## src/rtl/cache_pkg.sv

```systemverilog
// cache_pkg: shared widths, fill-state encoding and line type for the cache and its fill controller.
package cache_pkg;
    localparam int ADDR_W          = 15;
    localparam int WORD_W          = 32;
    localparam int WORDS_PER_BLOCK = 4;
    typedef enum logic [2:0] {IDLE, REQ, WAIT, FILL, DONE} fill_state_t;
    typedef logic [WORDS_PER_BLOCK*WORD_W-1:0] line_t;
endpackage

```

## src/rtl/cache_fill_ctrl_if.sv

```systemverilog
// cache_fill_ctrl_if: CPU request, main-memory read and cache line-fill signals of the miss controller.
//   master: controller side (drives stall, mem_rd_en, mem_addr, fill_data, fill_we)
//   slave : CPU/cache/memory side (drives req_valid, req_addr, cache_miss, mem_rdata, mem_rvalid)
interface cache_fill_ctrl_if;
    import cache_pkg::*;
    logic              req_valid;
    logic [ADDR_W-1:0] req_addr;
    logic              cache_miss;
    logic              stall;
    logic              mem_rd_en;
    logic [ADDR_W-1:0] mem_addr;
    logic [WORD_W-1:0] mem_rdata;
    logic              mem_rvalid;
    line_t             fill_data;
    logic              fill_we;
    modport master (
        input  req_valid, req_addr, cache_miss, mem_rdata, mem_rvalid,
        output stall, mem_rd_en, mem_addr, fill_data, fill_we
    );
    modport slave (
        output req_valid, req_addr, cache_miss, mem_rdata, mem_rvalid,
        input  stall, mem_rd_en, mem_addr, fill_data, fill_we
    );
endinterface

```

## src/rtl/sat_counter.sv

```systemverilog
// sat_counter: W-bit up counter that stops at all-ones.
//   clk, rst_n (async, active-low), en (count this cycle), count (current value)
module sat_counter #(
    parameter int W = 16
) (
    input  logic         clk,
    input  logic         rst_n,
    input  logic         en,
    output logic [W-1:0] count
);
    always_ff @(posedge clk or negedge rst_n)
        if (!rst_n)
            count <= '0;
        else if (en && !(&count))
            count <= count + 1'b1;
endmodule

```

## src/rtl/cache_fill_ctrl.sv

```systemverilog
// cache_fill_ctrl: stalls the CPU on a read miss, fetches the 4-word block word by word and strobes the line into the cache.
//   clk, rst_n (async, active-low)
//   bus        : request / memory / fill signals (master side)
//   hit_count  : saturating count of IDLE cycles with a hitting request
//   miss_count : saturating count of accepted misses
module cache_fill_ctrl
    import cache_pkg::*;
#(
    parameter int CNT_W = 16
) (
    input  logic              clk,
    input  logic              rst_n,
    cache_fill_ctrl_if.master bus,
    output logic [CNT_W-1:0]  hit_count,
    output logic [CNT_W-1:0]  miss_count
);
    fill_state_t       state, state_d;
    logic [1:0]        k, k_d;
    logic [ADDR_W-3:0] base, base_d;
    logic              hit_en, miss_en;

    always_comb begin
        state_d   = state;
        k_d       = k;
        base_d    = base;
        hit_en    = 1'b0;
        miss_en   = 1'b0;
        bus.stall = 1'b1;
        case (state)
            IDLE: begin
                hit_en    = bus.req_valid & ~bus.cache_miss;
                miss_en   = bus.req_valid & bus.cache_miss;
                bus.stall = miss_en;
                if (miss_en) begin
                    state_d = REQ;
                    k_d     = 2'd0;
                    base_d  = bus.req_addr[ADDR_W-1:2];
                end
            end
            REQ:  state_d = WAIT;
            WAIT: if (bus.mem_rvalid) begin
                state_d = (k == 2'd3) ? FILL : REQ;
                k_d     = k + 2'd1;
            end
            FILL: state_d = DONE;
            default: begin
                state_d   = IDLE;
                bus.stall = 1'b0;
            end
        endcase
    end

    // Outputs are registered from the next state so they line up with the state they belong to.
    always_ff @(posedge clk or negedge rst_n)
        if (!rst_n) begin
            state         <= IDLE;
            k             <= 2'd0;
            base          <= '0;
            bus.mem_rd_en <= 1'b0;
            bus.mem_addr  <= '0;
            bus.fill_we   <= 1'b0;
            bus.fill_data <= '0;
        end else begin
            state         <= state_d;
            k             <= k_d;
            base          <= base_d;
            bus.mem_rd_en <= state_d == REQ;
            bus.fill_we   <= state_d == FILL;
            if (state_d == REQ)
                bus.mem_addr <= {base_d, k_d};
            if (state == WAIT && bus.mem_rvalid)
                bus.fill_data[k*WORD_W +: WORD_W] <= bus.mem_rdata;
        end

    sat_counter #(.W(CNT_W)) u_hit  (.clk(clk), .rst_n(rst_n), .en(hit_en),  .count(hit_count));
    sat_counter #(.W(CNT_W)) u_miss (.clk(clk), .rst_n(rst_n), .en(miss_en), .count(miss_count));
endmodule

```

## src/flat_wrapper.sv

```systemverilog
// flat-port wrapper written by rule: the top's interface ports become plain ports
module cache_fill_ctrl_flat import cache_pkg::*;
#(
    parameter int CNT_W = 16
)
  (clk, rst_n, hit_count, miss_count, bus_req_valid, bus_req_addr, bus_cache_miss, bus_mem_rdata, bus_mem_rvalid, bus_stall, bus_mem_rd_en, bus_mem_addr, bus_fill_data, bus_fill_we);
  cache_fill_ctrl_if bus_i ();
  input  logic clk;
  input  logic rst_n;
  output logic [CNT_W-1:0] hit_count;
  output logic [CNT_W-1:0] miss_count;
  input wire logic [$bits(bus_i.req_valid)-1:0] bus_req_valid;
  input wire logic [$bits(bus_i.req_addr)-1:0] bus_req_addr;
  input wire logic [$bits(bus_i.cache_miss)-1:0] bus_cache_miss;
  input wire logic [$bits(bus_i.mem_rdata)-1:0] bus_mem_rdata;
  input wire logic [$bits(bus_i.mem_rvalid)-1:0] bus_mem_rvalid;
  output wire logic [$bits(bus_i.stall)-1:0] bus_stall;
  output wire logic [$bits(bus_i.mem_rd_en)-1:0] bus_mem_rd_en;
  output wire logic [$bits(bus_i.mem_addr)-1:0] bus_mem_addr;
  output wire logic [$bits(bus_i.fill_data)-1:0] bus_fill_data;
  output wire logic [$bits(bus_i.fill_we)-1:0] bus_fill_we;
  assign bus_i.req_valid = bus_req_valid;
  assign bus_i.req_addr = bus_req_addr;
  assign bus_i.cache_miss = bus_cache_miss;
  assign bus_i.mem_rdata = bus_mem_rdata;
  assign bus_i.mem_rvalid = bus_mem_rvalid;
  assign bus_stall = bus_i.stall;
  assign bus_mem_rd_en = bus_i.mem_rd_en;
  assign bus_mem_addr = bus_i.mem_addr;
  assign bus_fill_data = bus_i.fill_data;
  assign bus_fill_we = bus_i.fill_we;
  cache_fill_ctrl #(.CNT_W(CNT_W)) u_core (.clk(clk), .rst_n(rst_n), .bus(bus_i), .hit_count(hit_count), .miss_count(miss_count));
endmodule
```

## config.mk

```make
export PLATFORM = sky130hd
export DESIGN_NAME = cache_fill_ctrl_flat
export DESIGN_NICKNAME = d
export VERILOG_FILES = /design/src/rtl/cache_pkg.sv /design/src/rtl/cache_fill_ctrl_if.sv /design/src/rtl/sat_counter.sv /design/src/rtl/cache_fill_ctrl.sv /design/src/flat_wrapper.sv
export SDC_FILE = /design/constraint.sdc
export NUM_CORES = 1
export LEC_CHECK = 0
export CAP_MARGIN = 10
export CORE_AREA = 2 2 167 169
export CTS_CLUSTER_DIAMETER = 200
export CTS_CLUSTER_SIZE = 12
export DETAILED_ROUTE_END_ITERATION = 8
export DIE_AREA = 0 0 169 171
export HOLD_SLACK_MARGIN = 0.08
export SYNTH_ARGS = -nofsm -noshare
export SYNTH_HDL_FRONTEND = slang
export SYNTH_SLANG_ARGS = --single-unit
```

## constraint.sdc

```tcl
create_clock -name clk -period 6.1 [get_ports clk]
set_input_delay 0.61 -clock clk [delete_from_list [all_inputs] [get_ports clk]]
set_output_delay 0.61 -clock clk [all_outputs]
set_load 0.05 [all_outputs]
```

==> results by group <==
Floorplan
  • DIE AREA: 0.0289 mm^2
  • Die width: about 170 um
  • IO Pins: 230
  • Core footprint: ~0.027 mm^2
  • Row count: ~60
  • Die height: around 170 um
  • Initial core utilization: roughly 29%

Detailed routing
  • WL met1: 10800 um
  • Vias: between 6000 and 7000
  • Wire per inst: 16.7 um
  • Avg Vias per Cell: 4.63
  • Top routing layer in use: met4
  • DR pass1 iterations: 5
  • Initial drt markers: 404
  • Metal3 WL: 1220 um
  • Antenna-violating nets left: 0
  • DRC: 0
  • WL met2: 10500 um
  • Final wirelength: between 20000 and 25000 um

Worst setup path
  • CP max stage cell: clkdlybuf4s50_1
  • Crit path kind: input pin to output pin
  • CP delay by family, top: buffers and inverters
  • Worst Path Buf+Inv: 2
  • Cells on worst reg2reg path: 4
  • Ordered list of cells on the worst path: clkdlybuf4s50_1 > a21oi_1 > a21oi_1 > clkdlybuf4s50_1
  • R2R Path Start: u_core.state[1]
  • CP Launch Type: input pin
  • Reg2Reg Setup Slack: 3.59 ns
  • WP data arrival: 2.55 ns
  • Worst EP required: 5.49 ns
  • Critical Path Fanout Max: 11
  • R2r endpoint: u_core.u_miss.count[14]
  • CP endpoint kind: output pin
  • Crit path largest cell delay: approximately 0.87 ns

GRT
  • Grt ovf: 0
  • Global-route usage over all layers: between 15 and 20%
  • First-pass GRT wire length: 35800 um
  • Number of global-route vias before repair: around 6100
  • Initial antenna violation count: 0
  • Largest net degree at the start of global routing: about 100

Clocking
  • CTS Buf Count: 17
  • Post-CTS sizing: 0
  • Setup repair bufs after CTS: 0
  • Clock root buffer: clkbuf_16
  • Worst-path clk slew: 0.08 ns
  • Clock sinks: roughly 200
  • Clk buf depth: 2
  • Hold_buf cts: 0
  • H-tree level count: 4
  • CTS tree: yes
  • Worst-skew pair later-pin latency: around 0.43 ns

STA
  • Measured slew at the worst slew-check pin: roughly 1.1 ns
  • Max Freq: approximately 320 MHz
  • Final Hold Vio Count: 0
  • Post-route clock period utilization: 51.7%
  • Fin. max-slew vios: 0
  • RSZ-0062 raised after global routing: no
  • Crit path time final: 3.16 ns
  • Final setup viols: 0
  • Rel. slew slack: 26.1%
  • Max Clock Skew: 0.0212 ns
  • Accumulated negative setup slack: 0 ns

Cells and area
  • Area Overhead vs Synth: 40.6%
  • Fraction of layout instances using a drive strength above 1: under 10%
  • Nets@finish: 1080
  • N_diodes: 0
  • Count of filler cells inserted in the layout: 2700
  • Post-route cell area: around 0.011 mm^2

Place
  • Post-DP Area: around 0.011 mm^2
  • Post-DP HPWL: 15300 um
  • IO buf count: 227
  • Routability Congestion: 0.780

Yosys
  • Mapped Area: roughly 0.0080 mm^2
  • Average size of a mapped cell: 9.93 um^2
  • Area fraction of the dominant cell type after synthesis: 60.7%
  • Area contributors post-synth: dfrtp_1 (61%), nand2_1 (13%), o21ai_0 (8.3%)
  • Synth warn: 0
  • Post-synth top area cell: dfrtp_1
  • Post-Synthesis Cells: 810
  • Synthesized flop and latch total: between 150 and 200
  • Count of cell types in the netlist: 42
  • Register area share after synthesis: 60.7%
  • Syn nets: 870

Pwr
  • Max VDD drop: 191 uV
  • Pwr Total: 4.81 mW
  • Leak pwr: 4.67 nW
  • Pwr/cell area: 425 mW/mm^2

Flow run
  • Max cap viols: 0

Min path
  • Worst hold path class: input pin to async pin

Status
  • Status: finished clean
kinds of logic after synthesis:
kind of cell	Yosys count	share of synthesized area, %
buffers and inverters	54	2.63
AO/OA/AOI/OAI	146	9.35
adder cells (fa/ha/maj)	8	1.24
flip-flops	195	60.7
XOR/XNOR	21	2.29
multiplexers	36	5.02
AND/OR/NAND/NOR	350	18.8
worst max path at each step:
| stage | startpoint | endpoint | slack, ns | cells past startpoint |
|---|---|---|---|---|
| final | bus_cache_miss | bus_stall | 2.94 | 4 |
| after global routing | bus_cache_miss | bus_stall | 2.89 | 4 |
| after CTS | bus_cache_miss | bus_stall | 2.96 | 4 |
| after detailed placement | bus_cache_miss | bus_stall | 2.96 | 4 |
| after global placement | bus_cache_miss | bus_stall | 2.96 | 4 |
| after floorplan | bus_cache_miss | bus_stall | 3.72 | 3 |
area by class of cell:
| type | count | area (um^2) | share of cell area, % |
|---|---|---|---|
| repair buffers | 236 | 2360 | 20.8 |
| flip-flops and latches | 195 | 4880 | 43.2 |
| multi-input cells | 561 | 2980 | 26.3 |
| clock inverters | 15 | 204 | 1.80 |
| clock buffers | 17 | 425 | 3.76 |
| inverters | 9 | 33.8 | 0.299 |
| well taps | 346 | 433 | 3.83 |
routing by layer:
metal / global-route usage [%] / vias to the layer above
li1: - / 3131
met1: 22.0 / 3068
met2: 25.1 / 164
met3: 4.05 / 24
met4: 4.94 / 0
met5: 0 / -
cell usage after synthesis, drive strengths merged:
| cell type | number |
|---|---|
| nor2 | 12 |
| ha | 8 |
| inv | 9 |
| nor4b | 2 |
| or3 | 1 |
| buf | 2 |
| nor3 | 9 |
| o21ai | 133 |
| or3b | 1 |
| o22ai | 1 |
| mux2 | 35 |
| xnor2 | 13 |
| nand3 | 9 |
| nor4bb | 1 |
| nand2b | 2 |
| o21bai | 1 |
| a21oi | 4 |
| xor2 | 8 |
| nand3b | 1 |
| and2 | 2 |
| mux2i | 1 |
| a31oi | 2 |
| a22o | 2 |
| nand4 | 15 |
| and4 | 3 |
| nand2 | 272 |
| nor4 | 5 |
| a21boi | 1 |
| a21o | 1 |
| nor3b | 3 |
| or4 | 2 |
| or4b | 1 |
| and3 | 7 |
| a211oi | 1 |
| clkbuf | 43 |
| dfrtp | 195 |
| nand4b | 2 |
placed cells by master, fill, tap and decap left out, types with 2 or more instances in the layout:
cell type,count
nand4b_1,2
inv_1,9
inv_8,3
bufinv_16,2
nor3_1,4
nand3_1,9
mux2_2,34
and4_1,3
clkbuf_16,17
nand2b_1,2
ha_1,8
inv_6,6
nor4b_1,2
o21ai_0,133
nor3b_1,3
a22o_1,2
a31oi_1,2
nor4_1,4
buf_4,8
clkdlybuf4s50_1,226
dfrtp_1,195
nand4_1,15
nor2_1,12
nor3_2,5
and3_1,7
nand2_1,268
xor2_1,8
xnor2_1,13
clkinv_8,3
and2_1,2
a21oi_1,4
nand2_2,4
sequential cells by signal, indices dropped and copies added (netlist names):
register	flops
u_core.base	13
u_core.bus.fill_data	128
u_core.bus.fill_we	1
u_core.bus.mem_addr	15
u_core.bus.mem_rd_en	1
u_core.k	2
u_core.state	3
u_core.u_hit.count	16
u_core.u_miss.count	16
power breakdown:
group / switching, mW / total, mW / internal [mW]
combinational: 1.27 / 1.89 / 0.620
clock: 0.572 / 1.21 / 0.634
sequential: 0.170 / 1.72 / 1.55
stage by stage:
stage	std cells	worst slack, ns	hold slack, ns	util (%)
6_report	1379	2.94	0.218	41.4
5_1_grt	1379	2.89	0.272	41.4
4_1_cts	1379	2.96	0.264	41.4
3_5_place_dp	1347	2.96	0.469	39.1
3_3_place_gp	1347	2.96	0.460	39.1
2_1_floorplan	810	3.72	0.314	-
Power figures use the tool's default switching activity.
==> edit 1, RTL diff (config.mk and constraints unchanged) <==
`CNT_W` is set to 16 in 2 places; all go to 32.
--- a/src/rtl/cache_fill_ctrl.sv
+++ b/src/rtl/cache_fill_ctrl.sv
@@ -8,3 +8,3 @@
 #(
-    parameter int CNT_W = 16
+    parameter int CNT_W = 32
 ) (
--- a/src/flat_wrapper.sv
+++ b/src/flat_wrapper.sv
@@ -3,3 +3,3 @@
 #(
-    parameter int CNT_W = 16
+    parameter int CNT_W = 32
 )
Interface: changed (resized hit_count and miss_count); port bits go from 230 to 262. No check against the original RTL was run, so the function may have changed too.
==> edit 1 against the unedited design <==
  * Setup slack better by 0.26 ns
  * Sequential cell count up 32
  * Global-route usage up 2.4 points
  * Power up 9.7%
  * Routed wire length up 17%
  * Final area up 16%
  * Via count up 19%
  * Synthesized area up 19%
  * Cell count up 12%
  * Die area unchanged
  * Sequential power up 15%
  * Worst hold slack worse by 0.11 ns
  * Critical path type unchanged
  * Largest cell class unchanged
==> edit 1: results (changes against the unedited design) <==
* # fillers at 2,588 (-4.1%)
* Inserted Diodes at 0 (unchanged)
* Dpl cell area at 0.0125 mm² (+17%)
* Worst stage delay on the critical path at 0.86 ns
* Syn Nets at 1,018 (+17%)
* Class of the worst hold path: in2async
* Mapped cell area at 0.00959 mm² (+19%)
* Worst hold slack at 0.112 ns (-0.107 ns)
* Number of port buffers at 259 (+14%)
* Vias in the first global route at 7,462 (+22%)
* Routability cong. at 0.820 (+5.2%)
* Dpl ws at 2.75 ns (-0.206 ns)
* Fin Clk Skew at 0.0118 ns (-0.00936 ns)
* Synth top area cells: dfrtp_1 (59%), nand2_1 (11%), o21ai_0 (6.8%)
* Worst EP arrival at 2.28 ns (-0.27 ns)
* Crit-path max FO at 5 (-6)
* Clock-pin slew on the worst setup and hold paths at 0.06 ns (-0.02 ns)
* CTS Buf Count at 22 (+5)
* CTS root buffer: clkbuf_16
* Layout Nets at 1,258 (+16%)
* H-tree depth at 1 (-3)
* Layout cells sized above 1 at 0.0659 (-0.0193)
* WL/cell at 17.4 µm (+4.2%)
* Final Cycle Share at 0.474 (-0.0432)
* Worst-Skew Late Latency at 0.51 ns (+0.08 ns)
* Crit-path slowest cell: clkdlybuf4s50_1
* 1st-pass router iterations at 4 (-1)
* Tot GR Track Use at 0.184 (+0.0236)
* Critical path's top delay family: buffers and inverters
* Total number of yosys warnings at 0 (unchanged)
* Static Leak at 0.00563 µW (+21%)
* Post-cts resize count at 0 (unchanged)
* CTS Buffer Depth at 3 (+1)
* Seq/Total Area, Yosys at 0.592 (-0.0143)
* First-pass GRT wire length at 42,500 µm (+19%)
* Sw Ratio at 0.408 (-0.00960)
* Peak VDD IR at 0.241 mV (+26%)
* Regs by FF count: u_core.bus.fill_data x128, u_core.u_hit.count x32, u_core.u_miss.count x32
* Ys async rst share at 1.00 (unchanged)
* Via count at 7,615 (+19%)
* Outcome: completed
* Worst rel slew slack at 0.233 (-0.0277)
* Largest net degree at the start of global routing at 122 (+17%)
* Iteration-0 DRC Markers at 581 (+44%)
* Synth top cells by count: nand2_1 (286), dfrtp_1 (227), o21ai_0 (130)
* Initial antenna violation count at 0 (unchanged)
* Hpwl dp at 17,800 µm (+16%)
* Synth cell types at 44 (+4.8%)
edit 1: cell type report:
class                           count  area, µm²  share of cell area
Sequential cell                   227       5680               0.434
Multi-Input combinational cell    673       3690               0.282
Timing Repair Buffer              267       2670               0.204
Clock buffer                       24        579              0.0443
Tap cell                          346        433              0.0331
Inverter                            8       30.0             0.00230
edit 1: path summary, 6_finish.rpt:
check | from | end | slack, ns | cells past startpoint
worst max-delay path | bus_cache_miss | bus_stall | 3.21 | 4
worst min-delay path | rst_n | u_core.bus.fill_data[100] | 0.11 | 1
worst max register to register | u_core.u_hit.count[2] | u_core.u_hit.count[1] | 3.32 | 6
worst min register to register | u_core.bus.fill_data[81] | u_core.bus.fill_data[81] | 0.48 | 2
max in group asynchronous | rst_n | u_core.bus.fill_data[93] | 4.80 | 2
min in group clk | u_core.bus.fill_data[81] | u_core.bus.fill_data[81] | 0.48 | 2
edit 1: cells by family after synthesis:
kind of cell,share of synthesized area
fa+ha+maj,0.00913
xor+xnor,0.0539
mux,0.0375
buf+inv,0.0257
compound gates,0.0750
flops,0.592
simple gates,0.206
edit 1: power groups by stage:
stage / sequential [µW] / clock [µW] / combinational, µW
after floorplan: 2760 / 0 / 574
after global placement: 1990 / 0 / 2110
after detailed placement: 2000 / 0 / 2120
after CTS: 1970 / 1260 / 2130
after global routing: 2010 / 1320 / 2240
final: 1970 / 1220 / 2090
edit 1: through the flow:
step | utilization | std cells
after floorplan | - | 959
after global placement | 0.458 | 1521
after detailed placement | 0.458 | 1521
after CTS | 0.479 | 1545
after global routing | 0.479 | 1545
final | 0.479 | 1545
edit 1: layer usage:
layer	vias up	part of all wire	wire length, µm	track usage
met5	-	0	0	0
met4	0	0.024	631	0.0438
met3	33	0.078	2090	0.0486
met2	243	0.45	12200	0.290
met1	3662	0.45	12000	0.254
li1	3677	-	-	-
==> edit 2, RTL diff (same settings) <==
Made on the original files. Re-encode `fill_state_t` (5 states) as Gray code, 3 bits wide.
--- a/src/rtl/cache_pkg.sv
+++ b/src/rtl/cache_pkg.sv
@@ -5,3 +5,3 @@
     localparam int WORDS_PER_BLOCK = 4;
-    typedef enum logic [2:0] {IDLE, REQ, WAIT, FILL, DONE} fill_state_t;
+    typedef enum logic [2:0] {IDLE = 3'b000, REQ = 3'b001, WAIT = 3'b011, FILL = 3'b010, DONE = 3'b110} fill_state_t;
     typedef logic [WORDS_PER_BLOCK*WORD_W-1:0] line_t;
Formal check against the unedited RTL: same outputs for any inputs over 4 cycles, from zero or initial values and one cycle with rst_n low; so few cycles prove little.
==> edit 2 against the unedited design <==
  * Worst hold slack improved by 0.041 ns
  * Sequential share of layout area hardly changed
  * Final area hardly changed
  * Cell count is the same
  * Highest routed layer unchanged
  * Sequential cell count did not move
  * Routed wire length decreased by 0.91%
  * Setup slack got worse by 0.091 ns
  * Synthesized cell count stayed put
  * Power grew 2.1%
  * Synthesized area rose by 0.64%
  * Largest cell class unchanged
==> edit 2: results (changes against the unedited design) <==
* Final Cycle Share at 0.532 (+0.0149)
* R2R depth at 6 (+2)
* XOR/XNOR Fraction of Synth Area at 0.0184 (-0.00447)
* Vias per cell at 4.69 (+1.2%)
* Worst rel slew slack at 0.232 (-0.0286)
* Peak VDD IR at 0.277 mV (+45%)
* Synth cell types at 43 (+2.4%)
* Sw Ratio at 0.428 (+0.00995)
* Synth top cells by count: nand2_1 (275), dfrtp_1 (195), o21ai_0 (130)
* Hpwl dp at 15,100 µm (-1.2%)
* R2R setup slack at 3.39 ns (-0.20 ns)
* Vias in the first global route at 6,417 (+5.2%)
* Worst stage delay on the critical path at 0.85 ns (-0.02 ns)
* Outcome: completed
* First-pass GRT wire length at 36,600 µm (+2.2%)
* Layout cells sized above 1 at 0.0910 (+0.00581)
* Iteration-0 DRC Markers at 434 (+7.4%)
* Internal power at 2810 µW (+0.35%)
* Synth top area cells: dfrtp_1 (60%), nand2_1 (13%), o21ai_0 (8.0%)
* Fin Clk Skew at 0.0101 ns (-0.0111 ns)
* Mux cell area share after synthesis at 0.0473 (-0.00295)
* Static Leak at 0.00466 µW (-0.20%)
* Routed WL at 22,800 µm (-0.91%)
* Compound-Gate Fraction of Synth Area at 0.0994 (+0.00590)
* Largest net degree at the start of global routing at 109 (+4.8%)
* Critical R2R Launch: u_core.k[0]
* Dpl cells at 1,346 (-0.074%)
* 1st-pass router iterations at 4 (-1)
* Crit-path max FO at 14 (+3)
* Dpl ws at 2.86 ns (-0.103 ns)
* Core Util, Final at 0.413 (about the same)
* Routability cong. at 0.806 (+3.4%)
* Seq/Total Area, Yosys at 0.603 (-0.00385)
* Comb group at 2020 µW (+7%)
## edit 2: cell count changes after synthesis, moves of 3 or more
cell      change
a21oi_1       +5
nand3_1       +7
nand4_1       -5
nor3_1        +3
clkbuf_1      -4
xnor2_1       -7
nand2_1       +3
inv_1         -5
a31oi_1       +5
xor2_1        +3
and3_1        -3
o21ai_0       -3
nor2_1        -4
## edit 2: per-layer routing
metal	wire length (µm)	GRT usage	up-vias
met1	10800	0.219	3132
met4	240	0.0379	0
met3	1410	0.0488	13
li1	-	-	3148
met2	10300	0.256	169
met5	0	0	-
## edit 2: metrics by stage
step / instance area [µm²] / hold WS (ns)
after floorplan: 8090 / 0.314
after global placement: 10700 / 0.461
after detailed placement: 10700 / 0.469
after CTS: 11300 / 0.314
after global routing: 11300 / 0.326
final: 11300 / 0.260
## edit 2: final cells by class
cell class              count  area, µm²
repair buffers            237       2350
clock buffers              17        425
fillers                  2686      16000
multi-input cells         565       3020
flip-flops and latches    195       4880
well taps                 346        433
inverters                   4       15.0
clock inverters            15        166
